File: src/rtl/fb_scanout_pkg.sv
// Shared framebuffer scan-out definitions: word packing, C64 window size and the
// fixed 16-colour C64 palette (also used by the framebuffer write side).
package fb_scanout_pkg;

    localparam int FB_PIX_PER_WORD = 4;
    localparam int FB_IDX_W        = 4;
    localparam int FB_WORD_W       = 16;
    localparam int RGB_W           = 24;

    localparam int C64_SCREEN_W    = 504;
    localparam int C64_SCREEN_H    = 312;

    // Borders that centre the C64 screen inside a 640x480 VGA frame.
    localparam int C64_HBORDER     = (640 - C64_SCREEN_W) / 2;
    localparam int C64_VBORDER     = (480 - C64_SCREEN_H) / 2;

    localparam logic [RGB_W-1:0] C64_PALETTE [16] = '{
        24'h000000, 24'hffffff, 24'h880000, 24'haaffee,
        24'hcc44cc, 24'h00cc55, 24'h0000aa, 24'heeee77,
        24'hdd8855, 24'h664400, 24'hff7777, 24'h333333,
        24'h777777, 24'haaff66, 24'h0088ff, 24'hbbbbbb
    };

endpackage

File: src/rtl/c64_palette.sv
// Combinational C64 colour index -> 24-bit {R,G,B} lookup.
module c64_palette
    import fb_scanout_pkg::*;
(
    input  logic [FB_IDX_W-1:0] i_idx,
    output logic [RGB_W-1:0]    o_rgb
);

    assign o_rgb = C64_PALETTE[i_idx];

endmodule

File: src/rtl/fb_scanout.sv
// Pixel-clock scan-out: pops packed colour-index words from the read FIFO, unpacks them
// inside the C64 window, maps through the palette. Optional: FB_SCANOUT_UNDERRUN_STATS_EN.
module fb_scanout
    import fb_scanout_pkg::*;
#(
    parameter int HBORDER = C64_HBORDER,
    parameter int VBORDER = C64_VBORDER,
    parameter int POS_W   = 10
) (
    input  logic                 clk,
    input  logic                 rst,
    input  logic [POS_W-1:0]     i_hpos,
    input  logic [POS_W-1:0]     i_vpos,
    input  logic                 i_hsync,
    input  logic                 i_vsync,
    input  logic                 i_blank,
    input  logic                 i_frame_sync,
    input  logic [FB_WORD_W-1:0] i_fifo_rdata,
    input  logic                 i_fifo_empty,
    output logic                 o_fifo_rd,
    output logic                 o_fifo_rst,
    output logic                 o_hsync,
    output logic                 o_vsync,
    output logic                 o_blank,
    output logic [RGB_W-1:0]     o_rgb
`ifdef FB_SCANOUT_UNDERRUN_STATS_EN
    ,
    output logic [15:0]          o_underrun_cnt,
    output logic                 o_underrun_flag
`endif
);

    localparam int NIB_W = $clog2(FB_PIX_PER_WORD);
    localparam logic [NIB_W-1:0] NIB_LAST = NIB_W'(FB_PIX_PER_WORD - 1);
    localparam logic [POS_W-1:0] H_LO = POS_W'(HBORDER);
    localparam logic [POS_W-1:0] H_HI = POS_W'(640 - HBORDER);
    localparam logic [POS_W-1:0] V_LO = POS_W'(VBORDER);
    localparam logic [POS_W-1:0] V_HI = POS_W'(480 - VBORDER);

    logic                active;
    logic                underrun;
    logic [NIB_W-1:0]    nib_q, nib_d;
    logic                fifo_rst_q, fifo_rst_d;

    logic [FB_IDX_W-1:0] idx_p1_q, idx_p1_d;
    logic                vld_p1_q, vld_p1_d;
    logic                und_p1_q, und_p1_d;
    logic                hsync_p1_q, hsync_p1_d;
    logic                vsync_p1_q, vsync_p1_d;
    logic                blank_p1_q, blank_p1_d;

    logic [RGB_W-1:0]    pal_rgb;
    logic [RGB_W-1:0]    rgb_p2_q, rgb_p2_d;
    logic                hsync_p2_q, hsync_p2_d;
    logic                vsync_p2_q, vsync_p2_d;
    logic                blank_p2_q, blank_p2_d;

    always_comb begin
        active   = (i_hpos > H_LO) && (i_hpos <= H_HI) && (i_vpos > V_LO) && (i_vpos <= V_HI);
        underrun = active & i_fifo_empty;

        // Frame restart realigns to nibble 0 and wins over any increment.
        nib_d = nib_q;
        if (i_frame_sync)
            nib_d = '0;
        else if (active)
            nib_d = nib_q + 1'b1;

        fifo_rst_d = i_frame_sync;

        // Stage 1: select the nibble, register window/underrun/sync state
        idx_p1_d   = i_fifo_rdata[nib_q*FB_IDX_W +: FB_IDX_W];
        vld_p1_d   = active;
        und_p1_d   = underrun;
        hsync_p1_d = i_hsync;
        vsync_p1_d = i_vsync;
        blank_p1_d = i_blank;

        // Stage 2: palette lookup, black outside the window or on underrun
        rgb_p2_d   = (vld_p1_q & ~und_p1_q) ? pal_rgb : '0;
        hsync_p2_d = hsync_p1_q;
        vsync_p2_d = vsync_p1_q;
        blank_p2_d = blank_p1_q;
    end

    // rst gating makes an asynchronous reset cancel a pending pop in the same cycle.
    assign o_fifo_rd = active & (nib_q == NIB_LAST) & ~i_fifo_empty & ~i_frame_sync & ~rst;

    c64_palette u_palette (
        .i_idx (idx_p1_q),
        .o_rgb (pal_rgb)
    );

    always_ff @(posedge clk or posedge rst) begin
        if (rst) begin
            nib_q      <= '0;
            fifo_rst_q <= 1'b0;
            idx_p1_q   <= '0;
            vld_p1_q   <= 1'b0;
            und_p1_q   <= 1'b0;
            hsync_p1_q <= 1'b0;
            vsync_p1_q <= 1'b0;
            blank_p1_q <= 1'b0;
            rgb_p2_q   <= '0;
            hsync_p2_q <= 1'b0;
            vsync_p2_q <= 1'b0;
            blank_p2_q <= 1'b0;
        end else begin
            nib_q      <= nib_d;
            fifo_rst_q <= fifo_rst_d;
            idx_p1_q   <= idx_p1_d;
            vld_p1_q   <= vld_p1_d;
            und_p1_q   <= und_p1_d;
            hsync_p1_q <= hsync_p1_d;
            vsync_p1_q <= vsync_p1_d;
            blank_p1_q <= blank_p1_d;
            rgb_p2_q   <= rgb_p2_d;
            hsync_p2_q <= hsync_p2_d;
            vsync_p2_q <= vsync_p2_d;
            blank_p2_q <= blank_p2_d;
        end
    end

    assign o_fifo_rst = fifo_rst_q;
    assign o_rgb      = rgb_p2_q;
    assign o_hsync    = hsync_p2_q;
    assign o_vsync    = vsync_p2_q;
    assign o_blank    = blank_p2_q;

`ifdef FB_SCANOUT_UNDERRUN_STATS_EN
    logic [15:0] ucnt_q, ucnt_d;
    logic        uflag_q, uflag_d;

    function automatic logic [15:0] sat_inc(input logic [15:0] v);
        return (v == 16'hffff) ? v : v + 16'd1;
    endfunction

    always_comb begin
        ucnt_d  = underrun ? sat_inc(ucnt_q) : ucnt_q;
        uflag_d = uflag_q | underrun;
    end

    always_ff @(posedge clk or posedge rst) begin
        if (rst) begin
            ucnt_q  <= '0;
            uflag_q <= 1'b0;
        end else begin
            ucnt_q  <= ucnt_d;
            uflag_q <= uflag_d;
        end
    end

    assign o_underrun_cnt  = ucnt_q;
    assign o_underrun_flag = uflag_q;
`endif

endmodule

File: config.mk
export PLATFORM = sky130hd
export DESIGN_NAME = fb_scanout
export DESIGN_NICKNAME = d
export VERILOG_FILES = /design/src/rtl/fb_scanout_pkg.sv /design/src/rtl/c64_palette.sv /design/src/rtl/fb_scanout.sv
export SDC_FILE = /design/constraint.sdc
export NUM_CORES = 1
export LEC_CHECK = 0
export BUFFER_PORTS_ARGS = -buffer_cell sky130_fd_sc_hd__buf_2
export CAP_MARGIN = 5
export CORE_MARGIN = 10
export CORE_UTILIZATION = 45
export CTS_CLUSTER_SIZE = 25
export DETAILED_ROUTE_END_ITERATION = 16
export GPL_ROUTABILITY_DRIVEN = 0
export PLACE_DENSITY = 0.75
export SYNTH_ARGS = -nofsm -noshare
export SYNTH_HDL_FRONTEND = slang
export SYNTH_SLANG_ARGS = --single-unit
File: constraint.sdc
create_clock -name clk -period 1.9 [get_ports clk]
set_input_delay 0.285 -clock clk [delete_from_list [all_inputs] [get_ports clk]]
set_output_delay 0.285 -clock clk [all_outputs]
set_load 0.05 [all_outputs]
==> key figures <==
Synthesis
  – Share of synthesized registers carrying an async set or reset: 100%
  – Post-synth top area cell: dfrtp_1
  – Mapped Cells: 125
  – Library cells used by synthesis: 33
  – Sequential-to-total area share from yosys stat: a little under half
  – Mean Syn Cell Area: 11.4 um^2
  – Post-Synthesis Net Count: 176
  – Synthesis-stage register bit count: 27
  – Top post-synthesis cells by area: dfrtp_1 48%, mux4_2 9.5%, ha_1 7.0%
  – Ys flop type: dfrtp_1
  – Top cell type's share of synthesized area: 47.6%
  – Ys Warns: 0
  – Post-synth EDFFs: 0
  – Post-Syn Area: 0.00142 mm^2

Die
  – Die W: approximately 76 um
  – Ports: 72
  – Initial Utilization: 46.9%
  – Die Area: 0.00580 mm^2
  – Die Height: 76.2 um
  – Core area: 0.00303 mm^2
  – Row cnt: 20

STA
  – Clock Skews: 5.93 ps
  – Slew margin rel.: 73.8%
  – Final Hold Fails: 0
  – Final setup violation count: 1
  – Fmax: 520 MHz
  – Slew Limit Fails: 0
  – Setup TNS: -22.5 ps
  – RSZ-0062 raised after global routing: true
  – Tcrit/Tclk final: 101%
  – Tmin final: slightly below 2000 ps
  – Final worst slack: -22.5 ps
  – Worst-Margin Slew: about 400 ps

Critical path
  – Critical R2R Capture: o_rgb[19]$_DFF_PP0_
  – Crit path to: o_fifo_rd
  – Crit-path max cell delay: 360 ps
  – CP delay by family, top: compound AO/OA/AOI/OAI gates
  – CP cell instances: buf_6 > o21a_1 > a2111o_1 > a32oi_1 > and3_1 > and4b_4 > buf_8
  – CP Buf/Inv Count: 2
  – Crit. Startpoint: i_vpos[0]
  – WP data required: 1620 ps
  – Levels on crit path: 7
  – R2R depth: 4
  – Reg2Reg Setup Slack: ~220 ps
  – Crit-path max FO: 2
  – CP Capture Type: primary output
  – Worst Setup Path Type: input port to primary output
  – Critical Path Source Type: input port
  – Worst Path Arrival: 1640 ps
  – Critical Path Slowest Stage Cell: a2111o_1
  – RR Startpoint: idx_p1_q[0]$_DFF_PP0_

Routing
  – Drt initial violations: 50
  – TritonRoute pass-1 iters: 4
  – Via Count: 1145
  – Drt drc: 0
  – Remaining antenna violation count: 0
  – Wire per inst: about 14 um
  – Post-Route WL: 3.18 mm
  – Vias per inst: a little under 5

Final layout
  – Finished Core Util: between 50% and 60%
  – Fraction of layout cells with a size suffix above 1: 46.5%
  – Commonest non-fill, non-tap cell in the layout: buf_2
  – Multi-input logic area: 606 um^2
  – Most frequent cells in the layout: 69 x buf_2, 27 x dfrtp_1, 14 x nor2_1
  – Final Cell Area: approximately 0.0018 mm^2
  – Nets: 239
  – Max reg flops: 12
  – Diode count: 0
  – Fillers: approximately 260
  – Area delta synth->final: 26.6%
  – FF+latch area: about 680 um^2

Clock tree
  – Max clock buf depth: 2
  – CTS clock-pin slew for the worst setup and hold paths: 140 ps
  – Clock latency on the worst-skew pair: 330 ps
  – H-tree levels: 1
  – Postcts setup bufs: 0
  – Root buf cell: clkbuf_4
  – Sink Count: 27
  – TritonCTS clock tree: yes
  – CTS Buf Count: 3

Power
  – Clock network power share: approximately 20%
  – Switch share: about 35%
  – Peak VDD IR: 0.000254 V
  – Internal power: 0.000838 W
  – Sw power: 0.000460 W
  – Seq pwr share: about half
  – Combinational fraction of design power: between 30% and 40%
  – Pwr Density: 722 mW/mm^2
  – Pleak: 0.946 nW

Global route
  – Initial antenna violation count: 0
  – Total track usage: 10.9%
  – First-pass GRT wire length: 5.42 mm
  – Largest net degree at the start of global routing: 28
  – Global route overflow: 0
  – Number of global-route vias before repair: roughly 1300

Place
  – DPL Wire Length: roughly 2.7 mm
  – PortBufs: 71
  – Dpl cell area: 0.00174 mm^2

Status
  – Failing checks: negative setup slack
  – Status: finished with violations

Hold path
  – Hold Crit Class: input port to register

Job
  – Max cap viols: 0
## synthesized netlist by cell type, drive strengths merged, types with 4 or more instances
cell type  number
dfrtp          27
buf            14
nand2           4
o21ai           5
mux4            6
nor2           14
a21oi           5
ha              8
inv             5
## timing repair
item,CTS,global route
endpoints found under the setup margin,1,1
endpoints found under the hold margin,27,0
hold buffers,1,0
pin swaps,0,1
resized for setup,4,0
## area by class of cell
class	count	share of cell area [%]
Multi-Input combinational cell	74	33.7
Clock buffer	3	1.25
Clock inverter	1	0.487
Inverter	7	1.46
Timing Repair Buffer	75	22.5
Tap cell	44	3.06
Sequential cell	27	37.6
## worst min path at each step
stage | from | end | slack (ps) | depth (start not counted)
2_1_floorplan | i_blank | blank_p1_q$_DFF_PP0_ | 320 | 0
3_3_place_gp | blank_p1_q$_DFF_PP0_ | o_blank$_DFF_PP0_ | 340 | 0
3_5_place_dp | blank_p1_q$_DFF_PP0_ | o_blank$_DFF_PP0_ | 330 | 0
4_1_cts | i_vsync | vsync_p1_q$_DFF_PP0_ | 40 | 1
5_1_grt | i_vsync | vsync_p1_q$_DFF_PP0_ | 20 | 1
6_report | i_vsync | vsync_p1_q$_DFF_PP0_ | 50 | 1
## kinds of logic (layout without fill, tap and decap cells)
logic type | count (synthesis) | in the layout | synth area share [%]
AO/OA/AOI/OAI | 26 | 26 | 12.2
adder cells (fa/ha/maj) | 8 | 8 | 7.05
multiplexers | 11 | 11 | 13.5
flip-flops | 27 | 27 | 47.6
AND/OR/NAND/NOR | 29 | 29 | 9.60
buffers and inverters | 24 | 86 | 10.0
## per-layer routing
layer | share of wire [%] | GRT usage, % | vias up | routed length [um]
met2 | 50 | 18.7 | 52 | 1580
li1 | - | - | 552 | -
met1 | 38 | 11.1 | 536 | 1200
met3 | 11 | 5.42 | 5 | 348
met4 | 1.3 | 4.46 | 0 | 41
met5 | 0 | 0 | - | 0
## power by group through the flow
stage / clock network [W] / registers (W) / logic, W
detailed placement: 0 / 0.000653 / 0.000393
CTS: 0.000271 / 0.000642 / 0.000396
finish: 0.000264 / 0.000641 / 0.000393
global route: 0.000290 / 0.000650 / 0.000427
floorplan: 0 / 0.000713 / 0.000236
global placement: 0 / 0.000651 / 0.000380
## per-stage QoR
step | hold WS (ps) | cells | power, W | worst slack (ps)
after floorplan | 316 | 125 | 0.000949 | 41.2
after global routing | 24.8 | 231 | 0.00137 | -109
final | 49.2 | 231 | 0.00130 | -22.5
after detailed placement | 335 | 226 | 0.00105 | -125
after global placement | 336 | 226 | 0.00103 | -113
after CTS | 43.2 | 231 | 0.00131 | -26.9
Note: power is estimated with default switching activity, not from simulation.
